==> src/rtl/tap_buffer_pkg.sv <==
// tap_buffer_pkg: shared helpers for the programmable delay line.
// Holds the tap-select width helper and the tap clamp function.
// Optional feature macro used by the top: TAP_BUFFER_FILL_EN.
package tap_buffer_pkg;

   // Width of a tap selector that can address bypass plus stages 1..depth.
   function automatic int sel_width(input int depth);
      return $clog2(depth + 1);
   endfunction

   // Taps beyond the last stage collapse onto the last stage.
   function automatic int clamp_sel(input int sel, input int depth);
      return (sel > depth) ? depth : sel;
   endfunction

endpackage

==> src/rtl/tap_buffer_stage.sv <==
// tap_buffer_stage: one W-bit pipeline register (valid bit packed in by the caller).
// Latency: 1 enabled edge. Backpressure: en=0 holds contents; flush clears regardless of en.
// Reset is asynchronous and active-high.
module tap_buffer_stage #(
   parameter int W = 9
) (
   input  logic         clk,
   input  logic         reset,
   input  logic         flush,
   input  logic         en,
   input  logic [W-1:0] i_d,
   output logic [W-1:0] o_q
);

   logic [W-1:0] r_q;

   // Stage register: reset > flush > enable > hold.
   always_ff @(posedge clk or posedge reset) begin
      if (reset) begin
         r_q <= '0;
      end else if (flush) begin
         r_q <= '0;
      end else if (en) begin
         r_q <= i_d;
      end
   end

   assign o_q = r_q;

endmodule

==> src/rtl/tap_buffer.sv <==
// tap_buffer: DEPTH-stage delay line of WIDTH-bit words with per-stage valids and a runtime tap.
// Latency: sel cycles of enabled edges (sel=0 is a combinational bypass). Backpressure: en=0 stalls all stages.
// Optional occupancy counter and fill port under TAP_BUFFER_FILL_EN.
module tap_buffer
   import tap_buffer_pkg::*;
#(
   parameter int WIDTH = 8,
   parameter int DEPTH = 4,
   parameter int SW    = sel_width(DEPTH)
) (
   input  logic             clk,
   input  logic             reset,
   input  logic             en,
   input  logic             flush,
   input  logic             in_valid,
   input  logic [WIDTH-1:0] in,
   input  logic [SW-1:0]    sel,
   output logic [WIDTH-1:0] out,
   output logic             out_valid
`ifdef TAP_BUFFER_FILL_EN
   ,
   output logic [SW-1:0]    fill
`endif
);

   // Tap 0 is the live input; tap k is the output of stage k. Each entry is {valid, data}.
   logic [WIDTH:0] w_tap [0:DEPTH];
   logic [SW-1:0]  w_idx;

   assign w_tap[0] = {in_valid, in};

   genvar g;
   generate
      for (g = 1; g <= DEPTH; g++) begin : g_stage
         tap_buffer_stage #(
            .W (WIDTH + 1)
         ) u_stage (
            .clk   (clk),
            .reset (reset),
            .flush (flush),
            .en    (en),
            .i_d   (w_tap[g-1]),
            .o_q   (w_tap[g])
         );
      end
   endgenerate

   // Out-of-range selectors read the last stage rather than wrapping or returning X.
   assign w_idx = SW'(clamp_sel(int'(sel), DEPTH));

   assign {out_valid, out} = w_tap[w_idx];

`ifdef TAP_BUFFER_FILL_EN
   logic [SW-1:0] r_fill;
   logic          w_last_vld;

   assign w_last_vld = w_tap[DEPTH][WIDTH];

   // Occupancy tracks valid words entering stage 1 minus the one leaving the last stage.
   always_ff @(posedge clk or posedge reset) begin
      if (reset) begin
         r_fill <= '0;
      end else if (flush) begin
         r_fill <= '0;
      end else if (en) begin
         r_fill <= r_fill + SW'(in_valid) - SW'(w_last_vld);
      end
   end

   assign fill = r_fill;
`endif

endmodule

==> config.mk <==
export PLATFORM = sky130hd
export DESIGN_NAME = tap_buffer
export DESIGN_NICKNAME = d
export VERILOG_FILES = /design/src/rtl/tap_buffer_pkg.sv /design/src/rtl/tap_buffer_stage.sv /design/src/rtl/tap_buffer.sv
export SDC_FILE = /design/constraint.sdc
export NUM_CORES = 1
export LEC_CHECK = 0
export CAP_MARGIN = 20
export CORE_AREA = 2 2 56 71
export CTS_BUF_LIST = sky130_fd_sc_hd__clkbuf_8 sky130_fd_sc_hd__clkbuf_16
export CTS_CLUSTER_DIAMETER = 120
export DETAILED_ROUTE_END_ITERATION = 10
export DIE_AREA = 0 0 58 73
export DONT_BUFFER_PORTS = 1
export GPL_ROUTABILITY_DRIVEN = 0
export GPL_TIMING_DRIVEN = 0
export PLACE_DENSITY = 0.72
export SLEW_MARGIN = 20
export SYNTH_ARGS = -nofsm -noshare
export SYNTH_HDL_FRONTEND = slang
export SYNTH_SLANG_ARGS = --single-unit
==> constraint.sdc <==
create_clock -name clk -period 1.5 [get_ports clk]
set_input_delay 0 -clock clk [delete_from_list [all_inputs] [get_ports clk]]
set_output_delay 0 -clock clk [all_outputs]
set_load 0.05 [all_outputs]
==> flow_summary.ini <==
[floorplanning]
fp.dieW_um = 58
coreArea_sq_mm = 0.003628
design.die.area_sq_mm = 0.004234
start_util_pct = 51.28
io_pins = 25
fp-row-count = 25
die_h_um = 73

[setup_path]
cp_max_fo = 3
cp_slowest_cell = a221o_1
required_ns = 1.50
cp-end-kind = output port
timing.reg2reg.setup_slack_ns = 0.73
cp.arrival_ns = 1.47
critical_path.cell_chain = mux2_4 -> a221o_1
cpPeakStageDelay_ns = 0.50
crit_type = flop to output port
critPathLaunchType = flop

[cts]
clk_latency_ns = 0.29
root_buffer = clkbuf_8
cts_made_buffers = 5
clk_pin_slew_ns = 0.08
clk_path_buf_depth = 2
clock_sinks = 36
postCtsSetupRepairBufs = 0
tritoncts = built
htreeDepth = 2

[drt]
ant_nets = 0
dr.first_iter.drc_count = 52
vias_per_cell = 5.849
dr.pass1.iters = 4
wire_per_inst_um = 17.93
vias = 1357
drc_errors = 0
wl_mm = 4.159

[logic_synthesis]
synthDistinctLibCells = 20
synth_edf_count = 0
synth-main-ff-cell = dfrtp_1
ys_ff_latch = 36
synth_fp_nets = 190
yosysWarnings = 0
syn_avg_cell_area_sq_um = 10.69
syn_inst = 174
async_flop_share_pct = 100.0
synth_area_sq_mm = 0.001861
ys_seq_area_share_pct = 48.42

[sta]
rsz0062_at_grt = false
setup_violations = 0
fmax_mhz = 682.6
tns_ns = 0
holdWs_ns = 0.1174
post-route-period-util_pct = 97.67
tightestPinTransition_ns = 0.7516
fin_crit_ns = 1.465
finalHoldViolCount = 0
slew_headroom_pct = 49.82
drv_slew = 0
skew_ns = 0.007599

[pwr]
p_leak_nw = 1.057
total_power_mw = 2.173
powerDensity_mw_per_mm2 = 1012
ir_worst_vdd_v = 0.0008647

[place]
placement.io_buffers = 0
dpl.hpwl_mm = 2.825
place_area_sq_mm = 0.001917
place_inst = 214

[finish]
fill_cells = 316
mostFrequentLayoutCell = mux2i_1
syn2layout_area_growth_pct = 15.47
largest_register_ffs = 36
drive_gt1_share_pct = 17.19
final_cell_mix = mux2i_1, nor2_1, dfrtp_1
antenna_cells = 0
finalNonFillerCells = 232
design_area_sq_mm = 0.002148
nets = 207

[global_routing]
grt_max_degree = 37
grt_pass1_vias = 1377
grt_overflow_total = 0
track_usage_pct = 21.85
grt_pass1_wl_mm = 6.734
antenna_found_initial = 0

[outcome]
status = complete, no violations

[run]
maxCapViolCount = 0

[min_path]
hold_class = input pin to flop
## path summary, 6_finish.rpt
check | startpoint | endpoint | cells past startpoint
max | g_stage[2].u_stage.o_q[1] | out[1] | 2
min | flush | g_stage[2].u_stage.o_q[2] | 2
max reg2reg | g_stage[2].u_stage.o_q[1] | g_stage[3].u_stage.o_q[1] | 2
min reg2reg | g_stage[4].u_stage.o_q[7] | g_stage[4].u_stage.o_q[7] | 2
max in group asynchronous | reset | g_stage[2].u_stage.o_q[6] | 2
min in group asynchronous | reset | g_stage[2].u_stage.o_q[1] | 2
## cell families (layout without fill, tap and decap cells)
| group | after synthesis | count (layout) | share of synthesized area [%] |
|---|---|---|---|
| compound gates | 18 | 18 | 7.667 |
| simple gates | 53 | 53 | 11.23 |
| mux | 49 | 49 | 27.50 |
| buf+inv | 18 | 36 | 5.178 |
| flops | 36 | 36 | 48.42 |
## worst max-delay path, delay by kind of cell (launching register included)
kind	cells	cell delay (ns)
mux	1	0.26
compound gates	1	0.50
flops	1	0.41
## stage by stage
step | setup WS [ns] | util [%]
after CTS | 0.02579 | 59.03
after detailed placement | 0.1933 | 52.83
after global routing | 0.003772 | 59.21
after global placement | 0.1857 | 52.83
final | 0.03494 | 59.21
after floorplan | 0.2652 | -
## routing by layer
metal / vias up / routed length [um] / track usage, %
li1: 635 / - / -
met1: 674 / 1753 / 26.91
met2: 39 / 2075 / 35.61
met3: 9 / 238 / 6.738
met4: 0 / 92 / 8.786
met5: - / 0 / 0
## final cells by class
| type | instances | area (sq um) | area share (%) |
|---|---|---|---|
| Sequential cell | 36 | 900.9 | 41.93 |
| Multi-Input combinational cell | 120 | 889.6 | 41.41 |
| Timing Repair Buffer | 10 | 100.1 | 4.659 |
| Buffer | 12 | 73.82 | 3.436 |
| Clock buffer | 5 | 68.82 | 3.203 |
| Tap cell | 40 | 50.05 | 2.330 |
| Clock inverter | 3 | 42.54 | 1.980 |
| Inverter | 6 | 22.52 | 1.048 |
## cell usage after synthesis (all sizes together) (4+ instances only)
cell type | number | share of area [%]
buf | 8 | 3.2
mux2i | 41 | 22
nor2 | 38 | 7.7
dfrtp | 36 | 48
inv | 6 | 1.2
o221a | 4 | 2.4
a21oi | 4 | 1.1
a221o | 4 | 2.2
o21ai | 4 | 1.1
clkbuf | 4 | 0.81
nand3 | 4 | 1.1
mux2 | 8 | 5.4
nand2 | 9 | 1.8
## what timing repair did
| item | 4_1_cts | 5_1_grt |
|---|---|---|
| hold endpoints to repair | 45 | 0 |
| resized for setup | 3 | 2 |
| hold buffers | 10 | 0 |
| pin swaps | 1 | 0 |
| endpoints found under the setup margin | 2 | 2 |
## power by group
group | leakage, nW | internal (mW) | switching [mW]
registers | 0.494 | 0.997 | 0.0222
clock network | 0.0541 | 0.491 | 0.351
logic | 0.509 | 0.117 | 0.195
total | 1.06 | 1.61 | 0.568
No activity file was read; power rests on OpenSTA's default activity.
